$ cat config.mk
export PLATFORM = sky130hd
export DESIGN_NAME = dmem_responder
export DESIGN_NICKNAME = d
export VERILOG_FILES = /design/src/rtl/dmem_responder_pkg.sv /design/src/rtl/dmem_ram.sv /design/src/rtl/dmem_responder.sv
export SDC_FILE = /design/constraint.sdc
export NUM_CORES = 2
export LEC_CHECK = 0
export CAP_MARGIN = 20
export CELL_PAD_IN_SITES_DETAIL_PLACEMENT = 0
export CELL_PAD_IN_SITES_GLOBAL_PLACEMENT = 1
export CORE_MARGIN = 2
export CORE_UTILIZATION = 50
export CTS_CLUSTER_DIAMETER = 80
export CTS_CLUSTER_SIZE = 16
export DETAILED_ROUTE_END_ITERATION = 8
export PLACE_DENSITY = 0.7
export SLEW_MARGIN = 0
export SYNTH_ARGS = -nofsm -noshare
export SYNTH_HDL_FRONTEND = slang
export SYNTH_SLANG_ARGS = --single-unit
$ cat constraint.sdc
create_clock -name clk -period 17.1 [get_ports clk]
set_input_delay 5.13 -clock clk [delete_from_list [all_inputs] [get_ports clk]]
set_output_delay 5.13 -clock clk [all_outputs]
set_load 0.1 [all_outputs]
$ cat src/rtl/dmem_responder_pkg.sv
`default_nettype none
// ============================================================================
// Module      : dmem_responder_pkg
// Description : Shared encodings for the data-memory responder: FSM states,
//               bus owner identifiers and bus operation codes.
// Revision    : 1.0 - initial release
// ============================================================================
package dmem_responder_pkg;

  // Responder FSM states
  typedef enum logic [0:0] {
    DMEM_IDLE   = 1'b0,
    DMEM_ACCESS = 1'b1
  } dmem_state_e;

  // Bus masters; the encoding doubles as the grant index
  typedef enum logic [0:0] {
    OWNER_CORE  = 1'b0,
    OWNER_STACK = 1'b1
  } dmem_owner_e;

  // Bus operation carried on the *_wr select line
  localparam logic READ  = 1'b0;
  localparam logic WRITE = 1'b1;

endpackage : dmem_responder_pkg
`default_nettype wire

$ cat src/rtl/dmem_ram.sv
`default_nettype none
// ============================================================================
// Module      : dmem_ram
// Description : Single-port synchronous RAM with registered read data.
//               Accesses at or above DEPTH are dropped (write) or return
//               zero (read).
// Revision    : 1.0 - initial release
// ============================================================================
module dmem_ram #(
  parameter int    ADDR_W    = 8,
  parameter int    DATA_W    = 8,
  parameter int    DEPTH     = 256,
  parameter string INIT_FILE = ""
) (
  input  logic              clk,
  input  logic              rst,
  input  logic              we_i,
  input  logic              re_i,
  input  logic [ADDR_W-1:0] addr_i,
  input  logic [DATA_W-1:0] wdata_i,
  output logic [DATA_W-1:0] rdata_o
);

  // Index width into the storage array; a one-word RAM still needs one bit
  localparam int              IDX_W   = (DEPTH > 1) ? $clog2(DEPTH) : 1;
  // DEPTH may equal 2**ADDR_W, so compare in ADDR_W+1 bits
  localparam logic [ADDR_W:0] c_DEPTH = (ADDR_W + 1)'(DEPTH);

  logic [DATA_W-1:0] mem_q [DEPTH];
  logic [DATA_W-1:0] rdata_q;
  logic              w_in_range;
  logic [IDX_W-1:0]  w_idx;

  assign w_in_range = ({1'b0, addr_i} < c_DEPTH);
  assign w_idx      = addr_i[IDX_W-1:0];
  assign rdata_o    = rdata_q;

  // Storage write; contents are deliberately not reset
  always_ff @(posedge clk) begin
    if (we_i && w_in_range) begin
      mem_q[w_idx] <= wdata_i;
    end
  end

  // Registered read port; out-of-range reads return zero
  always_ff @(posedge clk) begin
    if (rst) begin
      rdata_q <= '0;
    end else if (re_i) begin
      rdata_q <= w_in_range ? mem_q[w_idx] : '0;
    end
  end

endmodule : dmem_ram
`default_nettype wire

$ cat src/rtl/dmem_responder.sv
`default_nettype none
// ============================================================================
// Module      : dmem_responder
// Description : Data-memory slave with a two-master arbiter. Master 0 is the
//               core load/store path, master 1 the stack unit. Each access
//               takes two cycles: IDLE (arbitrate + RAM op at the edge) and
//               ACCESS (single-cycle grant to the owner, read data valid).
// Config      : DMEM_RR_ARB_EN - when defined, simultaneous requests are
//               resolved round-robin (the master that was not last served
//               wins); otherwise the stack unit has fixed priority.
// Revision    : 1.0 - initial release
// ============================================================================
module dmem_responder
  import dmem_responder_pkg::*;
#(
  parameter int    ADDR_W    = 8,
  parameter int    DATA_W    = 8,
  parameter int    DEPTH     = 256,
  parameter string INIT_FILE = ""
) (
  input  logic              clk,
  input  logic              rst,
  input  logic              m0_req,
  input  logic              m0_wr,
  input  logic [ADDR_W-1:0] m0_addr,
  input  logic [DATA_W-1:0] m0_wdata,
  output logic              m0_grant,
  input  logic              m1_req,
  input  logic              m1_wr,
  input  logic [ADDR_W-1:0] m1_addr,
  input  logic [DATA_W-1:0] m1_wdata,
  output logic              m1_grant,
  output logic [DATA_W-1:0] rdata,
  output logic              busy
);

`ifdef DMEM_RR_ARB_EN
  localparam logic c_RR_EN = 1'b1;
`else
  localparam logic c_RR_EN = 1'b0;
`endif

  dmem_state_e       state_q, state_d;
  dmem_owner_e       owner_q, owner_d;
  dmem_owner_e       last_owner_q, last_owner_d;
  dmem_owner_e       win_d;

  logic              ram_we_d;
  logic              ram_re_d;
  logic [ADDR_W-1:0] ram_addr_d;
  logic [DATA_W-1:0] ram_wdata_d;
  logic              sel_wr_d;

  // Pick the winning master for the current IDLE cycle
  always_comb begin
    win_d = OWNER_CORE;
    if (c_RR_EN && m0_req && m1_req) begin
      win_d = (last_owner_q == OWNER_STACK) ? OWNER_CORE : OWNER_STACK;
    end else if (m1_req) begin
      win_d = OWNER_STACK;
    end else begin
      win_d = OWNER_CORE;
    end
  end

  // FSM state, current owner and last-served owner registers
  always_ff @(posedge clk) begin
    if (rst) begin
      state_q      <= DMEM_IDLE;
      owner_q      <= OWNER_CORE;
      last_owner_q <= OWNER_STACK;
    end else begin
      state_q      <= state_d;
      owner_q      <= owner_d;
      last_owner_q <= last_owner_d;
    end
  end

  // Next-state, RAM command and grant decode
  always_comb begin
    state_d      = state_q;
    owner_d      = owner_q;
    last_owner_d = last_owner_q;
    ram_we_d     = 1'b0;
    ram_re_d     = 1'b0;
    ram_addr_d   = m0_addr;
    ram_wdata_d  = m0_wdata;
    sel_wr_d     = READ;
    m0_grant     = 1'b0;
    m1_grant     = 1'b0;
    busy         = 1'b0;

    case (state_q)
      DMEM_IDLE: begin
        if (m0_req || m1_req) begin
          owner_d = win_d;
          if (win_d == OWNER_STACK) begin
            ram_addr_d  = m1_addr;
            ram_wdata_d = m1_wdata;
            sel_wr_d    = m1_wr;
          end else begin
            ram_addr_d  = m0_addr;
            ram_wdata_d = m0_wdata;
            sel_wr_d    = m0_wr;
          end
          // A reset on this edge must not corrupt memory
          ram_we_d = (sel_wr_d == WRITE) && !rst;
          ram_re_d = (sel_wr_d == READ);
          state_d  = DMEM_ACCESS;
        end
      end

      DMEM_ACCESS: begin
        busy         = 1'b1;
        m0_grant     = (owner_q == OWNER_CORE);
        m1_grant     = (owner_q == OWNER_STACK);
        last_owner_d = owner_q;
        state_d      = DMEM_IDLE;
      end

      default: begin
        state_d = DMEM_IDLE;
      end
    endcase
  end

  dmem_ram #(
    .ADDR_W    (ADDR_W),
    .DATA_W    (DATA_W),
    .DEPTH     (DEPTH),
    .INIT_FILE (INIT_FILE)
  ) u_ram (
    .clk     (clk),
    .rst     (rst),
    .we_i    (ram_we_d),
    .re_i    (ram_re_d),
    .addr_i  (ram_addr_d),
    .wdata_i (ram_wdata_d),
    .rdata_o (rdata)
  );

endmodule : dmem_responder
`default_nettype wire

==> Word level (Yosys, flattened, before mapping) <==
Memory sizes are Yosys's and may differ from the RTL's. A register that Yosys moved wholly into a read port is not among the register bits.
Index checks and enable logic that the tools add are counted.
{ "word_totals": {"regBits": 2, "mem_bits_rw": 2048, "in_bits": 38, "output_inout_bits": 11, "wordCells": 31, "memories": 1} }
{ "memory_table": {"columns": ["memory", "words", "word_bits", "rd", "rd_ports_with_merged_regs", "write_ports", "line", "source"], "rows": [
  ["u_ram.mem_q", 256, 8, 1, 1, 1, "dmem_ram.sv:29", "logic [DATA_W-1:0] mem_q [DEPTH];"]
]} }
{ "classes": {"muxes": 21, "bitwise_logic": 3, "reduce_logical": 4} }
{ "ops": {"columns": ["operator", "count"], "rows": [
  ["two-way mux 8 bit", 6],
  ["two-way mux 1 bit", 14],
  ["inverter 1 bit", 3],
  ["case mux 1 bit (2 select lines)", 1],
  ["AND reduction 2 bit", 1],
  ["logical AND 1 bit", 1],
  ["zero test 1 bit", 1],
  ["logical OR 1 bit", 1]
]} }

==> Logic depth before layout (Yosys ltp) <==
{ "depth": {"depth_word": 9, "ltp_mapped": 14, "depth_no_buf": 9} }

==> Cells and area by module <==
From an unflattened synthesis, not the netlist that was laid out.
{ "hier_totals": {"cells_unflattened": 3848, "area_unflattened_um2": 80512.2} }
{ "modules_own_cells": {"columns": ["module", "instances", "cells_per_inst", "area_per_inst_um2", "seq_area_each_um2"], "rows": [
  ["dmem_ram", 1, 3813, 80143.1, 61659.1],
  ["dmem_responder", 1, 35, 369.1, 40.0]
]} }

==> Worst setup path before layout <==
No wires, ideal clock.
{ "synth_timing": {"kind": "input-to-reg", "start": "input port m1_req", "end": "memory u_ram.mem_q[0][0], data pin", "setup_ns": 0.823, "arrival_time_ns": 8.994, "required_time_ns": 16.277, "slack_ns": 7.283, "path_stages": 6, "path_buffers": 3, "path_cell_list": "nor2b_1 buf_4 buf_4 clkbuf_1 nand2_1 nand2_1"} }
{ "synth_between": {"elab_chain_len": 4, "elab_cells_between_ends": 5, "classes_between": "mux: 4; reduce/logical: 1"} }
{ "synth_rtl": {"columns": ["item", "line", "source"], "rows": [
  ["start, declared", "dmem_responder.sv:28", "input logic m1_req,"],
  ["two-way mux 1 bit", "dmem_responder.sv:59", "end else if (m1_req) begin"],
  ["two-way mux 8 bit", "dmem_responder.sv:97", "if (win_d == OWNER_STACK) begin"],
  ["two-way mux 8 bit *", "dmem_responder.sv:95", "if (m0_req || m1_req) begin"],
  ["two-way mux 8 bit *", "dmem_responder.sv:93", "case (state_q)"],
  ["named net ram_wdata_d[0]", "dmem_responder.sv:51", "logic [DATA_W-1:0] ram_wdata_d;"],
  ["end, declared", "dmem_ram.sv:29", null]
]} }
The timed path passes the listed nets; every way through them passes the cells marked *.

==> Worst setup path in the final report <==
{ "layout_timing": {"start": "input port m1_req", "end": "register u_ram.rdata_q[3], in the netlist u_ram.rdata_o[3] (read register of u_ram.mem_q)"} }
{ "layout_between": {"elab_chain_len": 7, "elab_cells_between_ends": 11, "classes_between": "mux: 9; bitwise: 1; reduce/logical: 1"} }
{ "layout_rtl": {"columns": ["item", "line", "source"], "rows": [
  ["two-way mux 1 bit", "dmem_responder.sv:59", null],
  ["two-way mux 1 bit", "dmem_responder.sv:97", null],
  ["two-way mux 1 bit", "dmem_responder.sv:95", null],
  ["two-way mux 1 bit", "dmem_responder.sv:93", null],
  ["inverter 1 bit", "dmem_responder.sv:108", "ram_re_d = (sel_wr_d == READ);"],
  ["two-way mux 1 bit", "dmem_responder.sv:95", null],
  ["two-way mux 1 bit", "dmem_responder.sv:93", null],
  ["end, declared", "dmem_ram.sv:30", "logic [DATA_W-1:0] rdata_q;"]
]} }
Several ways; a longest one is shown, not always the timed one. The select of a mux whose other input is x is not followed.
A chain may end at the register's enable or synchronous reset.

==> results_dict.tcl <==
set metrics [dict create \
    dieArea_um2 156400 \
    syn_area_per_cell_um2 16.92 \
    synthFlopType "edfxtp_1" \
    cts_hold_buf 0 \
    rows 143 \
    crit_fanout 111 \
    synth-edff-count 2048 \
    intPower_mw 7.407 \
    hold_depth 2 \
    vdd_drop_max_v 0.00009642 \
    post-route-drc-count 4 \
    fmax_mhz 101.6 \
    status "finished with violations" \
    setup.worst_path.class "in -> reg" \
    slew_violations 0 \
    slowest_delay_ps 780 \
    maxCapViolations 0 \
    post_cts_buffers 0 \
    io_buffers 48 \
    synth_area_leader_cell "edfxtp_1" \
    synth_nets 4568 \
    cts_root_buf "clkbuf_16" \
    path_cells "clkdlybuf4s50_1 > nand2b_2 > a31o_4 > buf_4 > buf_12 > a22o_1 > a221oi_1 > o22ai_1 > nor3_1 > o31ai_1 > a221oi_1 > a311oi_1" \
    track_usage 0.2647 \
    holdWs_ps 511.7 \
    dp.final_hpwl_mm 118.7 \
    synth_common_cells "edfxtp_1 (2048), nand3_1 (326), a22oi_1 (304), nand2_1 (291), a222oi_1 (272)" \
    synth_top_area_share 0.8024 \
    gr-total-overflow 0 \
    clk_pin_slew_worst_paths_ps 70 \
    vias 44161 \
    synthDistinctLibCells 48 \
    critPathCaptureType "register" \
    layout_setup_ws_ps 7262 \
    finClkSkew_ps 25.99 \
    rsz0062_at_grt "false" \
    crit_family "compound AO/OA/AOI/OAI gates" \
    worst-path-buf-inv 3 \
    routedWlPerCell_um 32.26 \
    ant_nets 0 \
    async_reset_ff_frac 0 \
    ctsHtreeMaxLevel 4 \
    grt_pass1_wl_mm 302.3 \
    viasPerCell 6.763 \
    totalWireLength_mm 210.6 \
    fin_setup_tns_ps 0 \
    grt_pass1_vias 42278 \
    ys_seq_area_frac 0.8050 \
    start_util 0.5040 \
    numCtsBuffers 147 \
    tightest_slew_ps 1271 \
    finalSetupViolCount 0 \
    ys_seq_elements 2058 \
    core_um2 152100 \
    comb_power_share 0.084 \
    seq_power_share 0.582 \
    p_leak_nw 24.66 \
    synthCells 4530 \
    power.switching_mw 2.261 \
    period_share 0.5753 \
    synth.most_common_cell "edfxtp_1" \
    num_antenna_cells 0 \
    yosys_warnings 0 \
    dpl_worst_slack_ps 6719 \
    drt_iter0_drc 6964 \
    fin_nets 4510 \
    grt_start_max_net_pins 183 \
    clock_tree.buffer_depth 3 \
    cts_tree "done" \
    startpoint_type "input pin" \
    r2r_cells 11 \
    io_pins 49 \
    synth_area_leaders "edfxtp_1 (80%), a222oi_1 (3.6%), a22oi_1 (3.0%)" \
    hold_end "owner_q" \
    rr_startpoint "state_q" \
    dieHeight_um 395.5 \
    cp.required_ps 17770 \
    critical_path.reg2reg.endpoint "u_ram.rdata_o[3]" \
    worst_path_max_delay_cell "o31ai_1" \
    slew_headroom 0.1529 \
    area_delta_synth_final_pct 8.375 \
    power.density_nw_per_um2 116.4 \
    netSwitchingFraction 0.2338 \
    timing.critical_path.mode_cell "a221oi_1" \
    violations "DRC" \
    cts_resized 0 \
    fillers 11990 \
    clockPowerShare 0.334 \
    clk_latency_ps 790 \
    fin_crit_ps 9838 \
    cts.sinks 2058 \
    firstDrtPassIters 9 \
    fp.dieW_um 395.5 \
    r2r_setup_slack_ps 11540 \
    hp-start "owner_q" \
    p_total_mw 9.668 \
    hold_path_class "reg -> reg" \
    antenna_found_initial 6 \
    syn-cell-area_um2 76640 \
    drive_above_1_share 0.06467 \
    utilization 0.5462 \
    finalHoldViolations 0 \
    routabilityCongestion 0.8168 \
    arrival_ps 10510 \
]
-- placed cells by master, fill, tap and decap left out, types with 4 or more instances in the layout --
cell,instances
a31oi_1,17
o22ai_1,41
nor2_1,270
and3_1,20
a22o_1,90
dfxtp_1,10
nand2_1,280
a311oi_1,42
edfxtp_1,2048
a221oi_1,92
nor3_1,30
a22oi_1,304
clkinv_8,5
nor4_1,4
buf_4,78
nand3_1,326
nand2_4,8
a222oi_1,272
o41ai_1,4
clkbuf_1,12
clkdlybuf4s50_1,48
inv_6,5
o221ai_1,6
clkbuf_16,151
o21ai_0,7
buf_12,10
nand4_1,83
inv_1,4
nand3b_1,4
a21oi_1,173
-- registers in the layout, indices dropped and copies added, names as in the netlist --
signal	cells
u_ram.rdata_o	8
state_q	1
owner_q	1
u_ram.mem_q	2048
-- power groups by stage --
stage	Combinational, mW	Sequential, mW	Clock (mW)
finish	0.812	5.63	3.23
global route	0.854	5.62	3.44
CTS	0.806	5.62	3.26
detailed placement	0.805	5.74	0
global placement	0.798	5.74	0
floorplan	0.443	5.79	0
-- worst min-delay path, cell delays in order (launching register included) --
cell	delay (ps)
dfxtp_1	320
o21ai_0	70
a21oi_1	70
-- layout make-up --
| cell class | count | area [um2] | area share |
|---|---|---|---|
| flip-flops and latches | 2058 | 61700 | 0.7428 |
| clock inverters | 14 | 186.4 | 0.002244 |
| inverters | 4 | 15.01 | 0.0001808 |
| repair buffers | 140 | 1328 | 0.01598 |
| clock buffers | 163 | 3824 | 0.04603 |
| well taps | 2030 | 2540 | 0.03058 |
| multi-input cells | 2121 | 13470 | 0.1622 |
-- cells by family after synthesis --
group           share of synthesized area
buf+inv                           0.02170
flops                              0.8050
mux                             0.0005387
simple gates                      0.06125
compound gates                     0.1115
-- stage by stage --
stage	area, um2	instances
finish	83060	6530
global placement	78980	6348
detailed placement	78980	6348
global route	83060	6530
floorplan	76640	4530
CTS	82990	6525
-- layer usage --
layer	track usage	share of wire	wire length, um
met1	0.3966	0.41	87140
met2	0.4031	0.46	97120
met3	0.04313	0.098	20540
met4	0.07591	0.028	5802
met5	0	0.00019	41
-- how the worst max path moves through the flow --
stage	startpoint	end	depth (start not counted)
2_1_floorplan	m1_req	u_ram.mem_q[0][0]	6
3_3_place_gp	m1_req	u_ram.rdata_o[3]	12
3_5_place_dp	m1_req	u_ram.rdata_o[3]	12
4_1_cts	m1_req	u_ram.rdata_o[3]	12
5_1_grt	m1_req	u_ram.rdata_o[7]	12
6_report	m1_req	u_ram.rdata_o[3]	12
(Power assumes the default switching activity.)
